===== src/rtl/sc_levelctrl_pkg.sv =====
// rtl/sc_levelctrl_pkg.sv - shared game constants and level-controller state encoding
package sc_levelctrl_pkg;

  localparam int LEVEL_W          = 4;
  localparam int GOAL_ROW_DEF     = 0;
  localparam int MAX_LEVEL_DEF    = 9;
  localparam int PAUSE_TICKS_DEF  = 8;

  typedef enum logic [2:0] {
    ST_PLAY    = 3'd0,
    ST_ARRIVE  = 3'd1,
    ST_PAUSE   = 3'd2,
    ST_RELEASE = 3'd3,
    ST_WIN     = 3'd4
  } state_t;

endpackage


===== src/rtl/sc_pausetimer.sv =====
// rtl/sc_pausetimer.sv - loadable tick-driven down-counter for the post-level pause
module sc_pausetimer #(
  parameter int TMR_W = 8
) (
  input  logic             clk,
  input  logic             rst_n,
  input  logic             load,
  input  logic [TMR_W-1:0] load_val,
  input  logic             tick,
  output logic             done
);

  logic [TMR_W-1:0] cnt;

  // Load wins over tick; the counter saturates at zero instead of wrapping.
  always_ff @(posedge clk or negedge rst_n) begin
    if (!rst_n) begin
      cnt <= '0;
    end else if (load) begin
      cnt <= load_val;
    end else if (tick && (cnt != '0)) begin
      cnt <= cnt - 1'b1;
    end
  end

  assign done = tick && (cnt == TMR_W'(1));

endmodule


===== src/rtl/sc_levelctrl.sv =====
// rtl/sc_levelctrl.sv - goal detection, level-up pulse, timed pause and win latch
module sc_levelctrl
  import sc_levelctrl_pkg::*;
#(
  parameter int ROW_W       = 4,
  parameter int GOAL_ROW    = GOAL_ROW_DEF,
  parameter int MAX_LEVEL   = MAX_LEVEL_DEF,
  parameter int PAUSE_TICKS = PAUSE_TICKS_DEF,
  parameter int TMR_W       = 8
) (
  input  logic               SC_LEVELCTRL_CLOCK_50,
  input  logic               SC_LEVELCTRL_RESET_InLow,
  input  logic [ROW_W-1:0]   SC_LEVELCTRL_FROGROW_InBUS,
  input  logic               SC_LEVELCTRL_DEAD_InHigh,
  input  logic               SC_LEVELCTRL_TICK_InHigh,
  input  logic [LEVEL_W-1:0] SC_LEVELCTRL_LEVEL_InBUS,
  output logic               SC_LEVELCTRL_CUENTA_Out,
  output logic               SC_LEVELCTRL_FROGRESET_Out,
  output logic               SC_LEVELCTRL_PAUSE_Out,
  output logic               SC_LEVELCTRL_WIN_Out,
  output logic [2:0]         SC_LEVELCTRL_STATE_OutBUS
);

  state_t state;
  logic   on_goal_row;
  logic   goal;
  logic   last_level;
  logic   tmr_load;
  logic   tmr_tick;
  logic   tmr_done;

  assign on_goal_row = (SC_LEVELCTRL_FROGROW_InBUS == ROW_W'(GOAL_ROW));
  assign goal        = on_goal_row && !SC_LEVELCTRL_DEAD_InHigh;
  assign last_level  = (SC_LEVELCTRL_LEVEL_InBUS >= LEVEL_W'(MAX_LEVEL));
  assign tmr_load    = (state == ST_ARRIVE);
  assign tmr_tick    = SC_LEVELCTRL_TICK_InHigh && (state == ST_PAUSE);

  sc_pausetimer #(.TMR_W(TMR_W)) u_pausetimer (
    .clk      (SC_LEVELCTRL_CLOCK_50),
    .rst_n    (SC_LEVELCTRL_RESET_InLow),
    .load     (tmr_load),
    .load_val (TMR_W'(PAUSE_TICKS)),
    .tick     (tmr_tick),
    .done     (tmr_done)
  );

  // Outputs are written on the same edge as the state they belong to, so they are pure Moore.
  always_ff @(posedge SC_LEVELCTRL_CLOCK_50 or negedge SC_LEVELCTRL_RESET_InLow) begin
    if (!SC_LEVELCTRL_RESET_InLow) begin
      state                      <= ST_PLAY;
      SC_LEVELCTRL_CUENTA_Out    <= 1'b0;
      SC_LEVELCTRL_FROGRESET_Out <= 1'b0;
      SC_LEVELCTRL_PAUSE_Out     <= 1'b0;
      SC_LEVELCTRL_WIN_Out       <= 1'b0;
    end else begin
      case (state)
        ST_PLAY: begin
          if (goal && last_level) begin
            state                  <= ST_WIN;
            SC_LEVELCTRL_PAUSE_Out <= 1'b1;
            SC_LEVELCTRL_WIN_Out   <= 1'b1;
          end else if (goal) begin
            state                      <= ST_ARRIVE;
            SC_LEVELCTRL_CUENTA_Out    <= 1'b1;
            SC_LEVELCTRL_PAUSE_Out     <= 1'b1;
            SC_LEVELCTRL_FROGRESET_Out <= 1'b1;
          end
        end
        ST_ARRIVE: begin
          state                   <= ST_PAUSE;
          SC_LEVELCTRL_CUENTA_Out <= 1'b0;
        end
        ST_PAUSE: begin
          if (tmr_done) begin
            state                  <= ST_RELEASE;
            SC_LEVELCTRL_PAUSE_Out <= 1'b0;
          end
        end
        ST_RELEASE: begin
          // Holding here until the frog leaves the goal row prevents a second count.
          if (!on_goal_row) begin
            state                      <= ST_PLAY;
            SC_LEVELCTRL_FROGRESET_Out <= 1'b0;
          end
        end
        ST_WIN: begin
          state <= ST_WIN;
        end
        default: begin
          state                      <= ST_PLAY;
          SC_LEVELCTRL_CUENTA_Out    <= 1'b0;
          SC_LEVELCTRL_FROGRESET_Out <= 1'b0;
          SC_LEVELCTRL_PAUSE_Out     <= 1'b0;
          SC_LEVELCTRL_WIN_Out       <= 1'b0;
        end
      endcase
    end
  end

  assign SC_LEVELCTRL_STATE_OutBUS = state;

endmodule

===== config.mk =====
export PLATFORM = sky130hd
export DESIGN_NAME = sc_levelctrl
export DESIGN_NICKNAME = d
export VERILOG_FILES = /design/src/rtl/sc_levelctrl_pkg.sv /design/src/rtl/sc_pausetimer.sv /design/src/rtl/sc_levelctrl.sv
export SDC_FILE = /design/constraint.sdc
export NUM_CORES = 1
export LEC_CHECK = 0
export ABC_AREA = 1
export BUFFER_PORTS_ARGS = -buffer_cell sky130_fd_sc_hd__buf_2
export CORE_AREA = 2 2 47 49
export CTS_CLUSTER_DIAMETER = 80
export DETAILED_ROUTE_END_ITERATION = 10
export DIE_AREA = 0 0 49 51
export GPL_TIMING_DRIVEN = 1
export PLACE_DENSITY = 0.82
export SLEW_MARGIN = 20
export SYNTH_ARGS = -nofsm -noshare
export SYNTH_HDL_FRONTEND = slang
export SYNTH_HIERARCHICAL = 1
export SYNTH_SLANG_ARGS = --single-unit

===== constraint.sdc =====
create_clock -name SC_LEVELCTRL_CLOCK_50 -period 3.3 [get_ports SC_LEVELCTRL_CLOCK_50]
set_input_delay 0.33 -clock SC_LEVELCTRL_CLOCK_50 [delete_from_list [all_inputs] [get_ports SC_LEVELCTRL_CLOCK_50]]
set_output_delay 0.33 -clock SC_LEVELCTRL_CLOCK_50 [all_outputs]
set_load 0.02 [all_outputs]

=== After elaboration in Yosys (flattened, before gate mapping) ===
Index checks and enable logic that the tools add are counted.

* Register bits: 15

* Equality and inequality tests: 11
* Reduce and logical (&&, ||, !) cells: 19
* Mux-type cells: 17
* $lt $le $gt $ge: 1
* Bitwise operators: 4
* Add/subtract/negate cells: 1

{| class="wikitable"
|+ Operators with widths
! operator !! count
|-
| $mux W8 || 2
|-
| $pmux W3 S5 || 1
|-
| $mux W3 || 4
|-
| $ne A2 B2 Y1 const B || 5
|-
| $reduce_and A3 Y1 || 3
|-
| $reduce_or A3 Y1 || 3
|-
| $eq A8 B1 Y1 const B || 1
|-
| $reduce_bool A8 Y1 || 1
|-
| $sub A8 B1 Y8 const B || 1
|-
| $eq A3 B2 Y1 const B || 2
|-
| $mux W1 || 6
|-
| $pmux W1 S3 || 2
|-
| $logic_and A1 B1 Y1 || 5
|-
| $ge A4 B4 Y1 const B || 1
|-
| $logic_not A4 Y1 || 1
|-
| $not A1 Y1 || 4
|-
| $pmux W1 S2 || 2
|-
| $reduce_and A4 Y1 || 1
|-
| $reduce_or A4 Y1 || 1
|-
| $eq A3 B1 Y1 const B || 1
|-
| $eq A3 B3 Y1 const B || 1
|-
| $logic_not A3 Y1 || 1
|-
| $ne A3 B3 Y1 const B || 1
|-
| $reduce_and A2 Y1 || 1
|-
| other kinds (2) || 2
|}

=== Longest topological paths before layout ===
* Depth after elaboration: 5
* Gate-level depth with buffers: 12
* Depth with buffers taken out: 12

=== Modules after synthesis ===
The synthesis kept the hierarchy.

{| class="wikitable"
|+ Modules (own cells, without submodules)
! module !! seq. area each (um2) !! times used !! cells an instance !! area an instance (um2)
|-
| sc_pausetimer || 200.2 || 1 || 90 || 634.4
|-
| sc_levelctrl || 175.2 || 1 || 72 || 489.2
|}

=== Worst setup path after synthesis ===
OpenSTA, ideal clock, no wires.

* Kind: reg2reg
* Start point: reg state[1], in the netlist SC_LEVELCTRL_STATE_OutBUS[1]
* End point: reg SC_LEVELCTRL_PAUSE_Out
* Path buffers: 0
* Path slack: 1.647 ns
* Stages on the path, launching flop included: 12
* Library setup time: 0.120 ns
* Required time: 3.180 ns
* Clock period less this slack: 1.653 ns
* Data arrival time: 1.533 ns
* Cells stage by stage: dfrtp_1 > inv_2 > nor2_4 > nand2_2 > nor2_1 > nand3_1 > nor2_1 > inv_1 > nand3_1 > nand2_2 > o21ai_1 > nand2_1

* Longest elaborated chain between the ends: 5
* Elaborated cells on any way between the ends: 13
* Those cells by class: eq/ne: 6; mux: 1; bitwise: 1; reduce/logical: 5

{| class="wikitable"
|+ RTL lines
! element !! line !! source
|-
| start, declared || sc_levelctrl.sv:24 || <nowiki>state_t state;</nowiki>
|-
| start signal, assigned || sc_levelctrl.sv:50 || <nowiki>state <= ST_PLAY;</nowiki>
|-
| start signal, assigned || sc_levelctrl.sv:59 || <nowiki>state <= ST_WIN;</nowiki>
|-
| start signal, assigned || sc_levelctrl.sv:63 || <nowiki>state <= ST_ARRIVE;</nowiki>
|-
| $eq A3 B2 Y1 || sc_levelctrl.sv:36 || <nowiki>assign tmr_tick = SC_LEVELCTRL_TICK_InHigh && (state == ST_PAUSE);</nowiki>
|-
| $logic_and A1 B1 Y1 || sc_levelctrl.sv:36 ||
|-
| via tmr_tick || sc_levelctrl.sv:29 || <nowiki>logic tmr_tick;</nowiki>
|-
| $logic_and A1 B1 Y1 || sc_pausetimer.sv:26 || <nowiki>assign done = tick && (cnt == TMR_W'(1));</nowiki>
|-
| via tmr_done || sc_levelctrl.sv:30 || <nowiki>logic tmr_done;</nowiki>
|-
| $ne A2 B2 Y1 (no line) || -- ||
|-
| $reduce_and A3 Y1 (no line) || -- ||
|-
| end signal, assigned || sc_levelctrl.sv:53 || <nowiki>SC_LEVELCTRL_PAUSE_Out <= 1'b0;</nowiki>
|-
| end signal, assigned || sc_levelctrl.sv:60 || <nowiki>SC_LEVELCTRL_PAUSE_Out <= 1'b1;</nowiki>
|-
| end signal, assigned || sc_levelctrl.sv:65 || <nowiki>SC_LEVELCTRL_PAUSE_Out <= 1'b1;</nowiki>
|-
| end, declared || sc_levelctrl.sv:19 || <nowiki>output logic SC_LEVELCTRL_PAUSE_Out,</nowiki>
|}

The timed path passes the listed nets, and every way through them passes these cells.
A chain may end at the register's enable or synchronous reset.

=== Worst setup path after layout ===
* Start point: reg state[2], in the netlist SC_LEVELCTRL_STATE_OutBUS[2]
* End point: reg SC_LEVELCTRL_PAUSE_Out

Same word-level chain as after synthesis.

==> out/qor.txt <==
status = finished clean
Worst Setup End Kind = flop
Worst-path clk slew = 0.10 ns
clk_lat worst skew = 0.29 ns
CTS Root Cell = clkbuf_4
Final Hold Viols = 0
initial antenna violation count = 0
Crit Reg-Reg Startpoint = SC_LEVELCTRL_STATE_OutBUS[2]
Overflow after GRT = 0
max-cap violations = 0
Ys Warns = 6
CP Data Required Time = 3.49 ns
Worst R2R Path Depth = 10
Routed Antenna Nets = 0
Layout fillers = 204
post-synthesis sequential area ratio = 0.3341
Crit path largest cell delay = 0.47 ns
largest family of logic cells by synthesized area = simple AND/OR/NAND/NOR gates
power density cells = 881.3 nW/um^2
NumNets Final = 206
Peak VDD IR = 0.0004764 V
Yosys top cell area share = 0.3341
n_diodes = 0
hold path startpoint = SC_LEVELCTRL_FROGROW_InBUS[3]
CTS sink cnt = 15
GRT Util Overall = 0.2177
worst hold path class = in -> reg
Fin Setup TNS = 0 ns
H-tree Lvls = 1
compound-gate portion of the synthesized area = 0.08686
Syn Inst Count = 162
CTS tree = done
vias = 1,049
setup repair after global routing missed its margin = no
Synth Area in Simple Gates = 0.4499
cts repair resizes = 0
dpl cell area = 1259 sq um
crit path kind = reg -> reg
DRC Markers = 0
setup bufs post-CTS = 0
vias per std cell = 4.812
Wirelength per Cell = 10.58 um
area leader, netlist = dfrtp_1
Port Buffers = 18
Tot Pwr = 1.141 mW
Cell Rows = 17
register-to-register setup slack = 1.59 ns
post-route cell area = 1295 sq um
synthesized area = 1124 sq um
die area = 2499 sq um
crit path max-delay cell type = dfrtp_1
core box area = 2063 sq um
fin. max-slew vios = 0
Mapped Avg Cell Area = 6.936 sq um
I/O Pins = 19
Total Wirelength = 2.307 mm
final setup vio count = 0
Synth area leaders = dfrtp_1, nand2_1, nand3_1, inv_1, ha_1
crit path cell chain = nor2_4, nand2_2, nor2_1, nand3_1, nor2_1, inv_1, nand3_1, nand2_2, o21ai_1, nand2_1
share of layout cells above drive strength 1 = 0.2526
Final min period = 1.706 ns
die extent in x = 49 um
hold endpoint = SC_LEVELCTRL_STATE_OutBUS[0]
crit start category = flop
DIE HEIGHT = 51 um
Placer Congestion = 0.8818
Final period util = 0.5169
hold depth = 6
xor/xnor share of the synthesized area = 0.007795
Starting Density = 0.5446
DR iter-0 viols = 18
Yosys reg bits = 15
Pleak = 0.7218 nW
largest net degree at the start of global routing = 16
Final HPWL DP = 1.815 mm
post-synthesis adder-cell area fraction = 0.03341
CP max FO = 6
RR Endpoint = SC_LEVELCTRL_PAUSE_Out
area of the multi-input gates = 679.4 sq um
post-synthesis mux area share = 0
Yosys cell types = 26
number of global-route vias before repair = 1,042
global-route wire length before repair = 4.140 mm
worst clock skew = 0.01041 ns
CTS max path bufs = 2
TritonCTS Buffers = 3
Worst EP arrival = 1.90 ns
drt first pass iters = 4
Reg area = 375.4 sq um
Max Clock Freq = 586.3 MHz
area delta synth->final = 15.26%
critical path: cells and delay by family, from the launching register on:
kind	cells	cell delay [ns]
simple gates	8	0.98
flops	1	0.47
compound gates	1	0.11
buf+inv	1	0.04
cell type report:
type / instances / area share
flip-flops and latches: 15 / 0.2899
repair buffers: 19 / 0.07729
well taps: 28 / 0.02705
clock buffers: 4 / 0.02029
multi-input cells: 131 / 0.5246
inverters: 21 / 0.06087
timing repair:
action	in CTS	in global routing
endpoints found under the hold margin	15	0
endpoints found under the setup margin	0	0
hold buffers	1	0
Yosys cell counts:
cell type / number
a21oi_1: 1
clkinv_1: 1
conb_1: 2
dfrtp_1: 15
dlymetal6s2s_1: 1
ha_1: 3
inv_1: 16
inv_2: 4
nand2_1: 57
nand2_2: 5
nand2_4: 2
nand3_1: 19
nand3_2: 1
nand3b_1: 1
nand3b_2: 1
nand4_1: 1
nor2_1: 10
nor2_2: 5
nor2_4: 3
nor3_1: 1
o21ai_0: 5
o21ai_1: 1
o21ai_2: 4
o21ai_4: 1
o21bai_2: 1
xnor2_1: 1
sequential cells by signal, summed over array words and instances, names as in the netlist:
| register | cells |
|---|---|
| SC_LEVELCTRL_CUENTA_Out | 1 |
| SC_LEVELCTRL_WIN_Out | 1 |
| SC_LEVELCTRL_FROGRESET_Out | 1 |
| u_pausetimer/cnt | 8 |
| SC_LEVELCTRL_STATE_OutBUS | 3 |
| SC_LEVELCTRL_PAUSE_Out | 1 |
power breakdown:
group | switching (mW) | total [mW] | internal, mW
Clock | 0.0636 | 0.111 | 0.0471
Sequential | 0.0724 | 0.333 | 0.260
Combinational | 0.450 | 0.698 | 0.248
Total | 0.586 | 1.14 | 0.555
metrics by stage:
stage,hold WS (ns),worst slack [ns],cells,utilization
5_1_grt,0.4764,1.404,218,0.6277
6_report,0.4573,1.594,218,0.6277
3_5_place_dp,0.2630,1.602,213,0.6101
2_1_floorplan,0.03441,1.647,168,-
3_3_place_gp,0.2557,1.688,213,0.6101
4_1_cts,0.4549,1.585,218,0.6277
metal layers:
metal  up-vias  global-route usage  wire length, um
met5         -                   0                0
met2        27              0.3973             1131
met1       457              0.2245              998
li1        554                   -                -
met3        11             0.03509               77
met4         0              0.1667               99
logic make-up after synthesis:
| family | after synthesis |
|---|---|
| compound gates | 13 |
| xor+xnor | 1 |
| fa+ha+maj | 3 |
| buf+inv | 22 |
| flops | 15 |
| other cells | 2 |
| simple gates | 106 |
worst max path at each step:
stage	slack (ns)	depth (start not counted)	from	to
final	1.59	10	SC_LEVELCTRL_STATE_OutBUS[2]	SC_LEVELCTRL_PAUSE_Out
after global routing	1.40	10	SC_LEVELCTRL_STATE_OutBUS[2]	SC_LEVELCTRL_PAUSE_Out
after CTS	1.59	10	SC_LEVELCTRL_STATE_OutBUS[2]	SC_LEVELCTRL_PAUSE_Out
after detailed placement	1.60	10	SC_LEVELCTRL_STATE_OutBUS[2]	SC_LEVELCTRL_PAUSE_Out
after global placement	1.69	10	SC_LEVELCTRL_STATE_OutBUS[2]	SC_LEVELCTRL_PAUSE_Out
after floorplan	1.65	11	SC_LEVELCTRL_STATE_OutBUS[1]	SC_LEVELCTRL_PAUSE_Out
placed cells by master, fill, tap and decap left out, drive strengths merged:
| master | count |
|---|---|
| xnor2 | 1 |
| a21oi | 1 |
| conb | 8 |
| dfrtp | 15 |
| nand3b | 2 |
| nor2 | 18 |
| clkinv | 1 |
| nand4 | 1 |
| dlygate4sd3 | 1 |
| nor3 | 1 |
| clkbuf | 4 |
| buf | 18 |
| o21ai | 11 |
| nand3 | 20 |
| o21bai | 1 |
| nand2 | 64 |
| inv | 20 |
| ha | 3 |
Note: power is estimated with default switching activity, not from simulation.
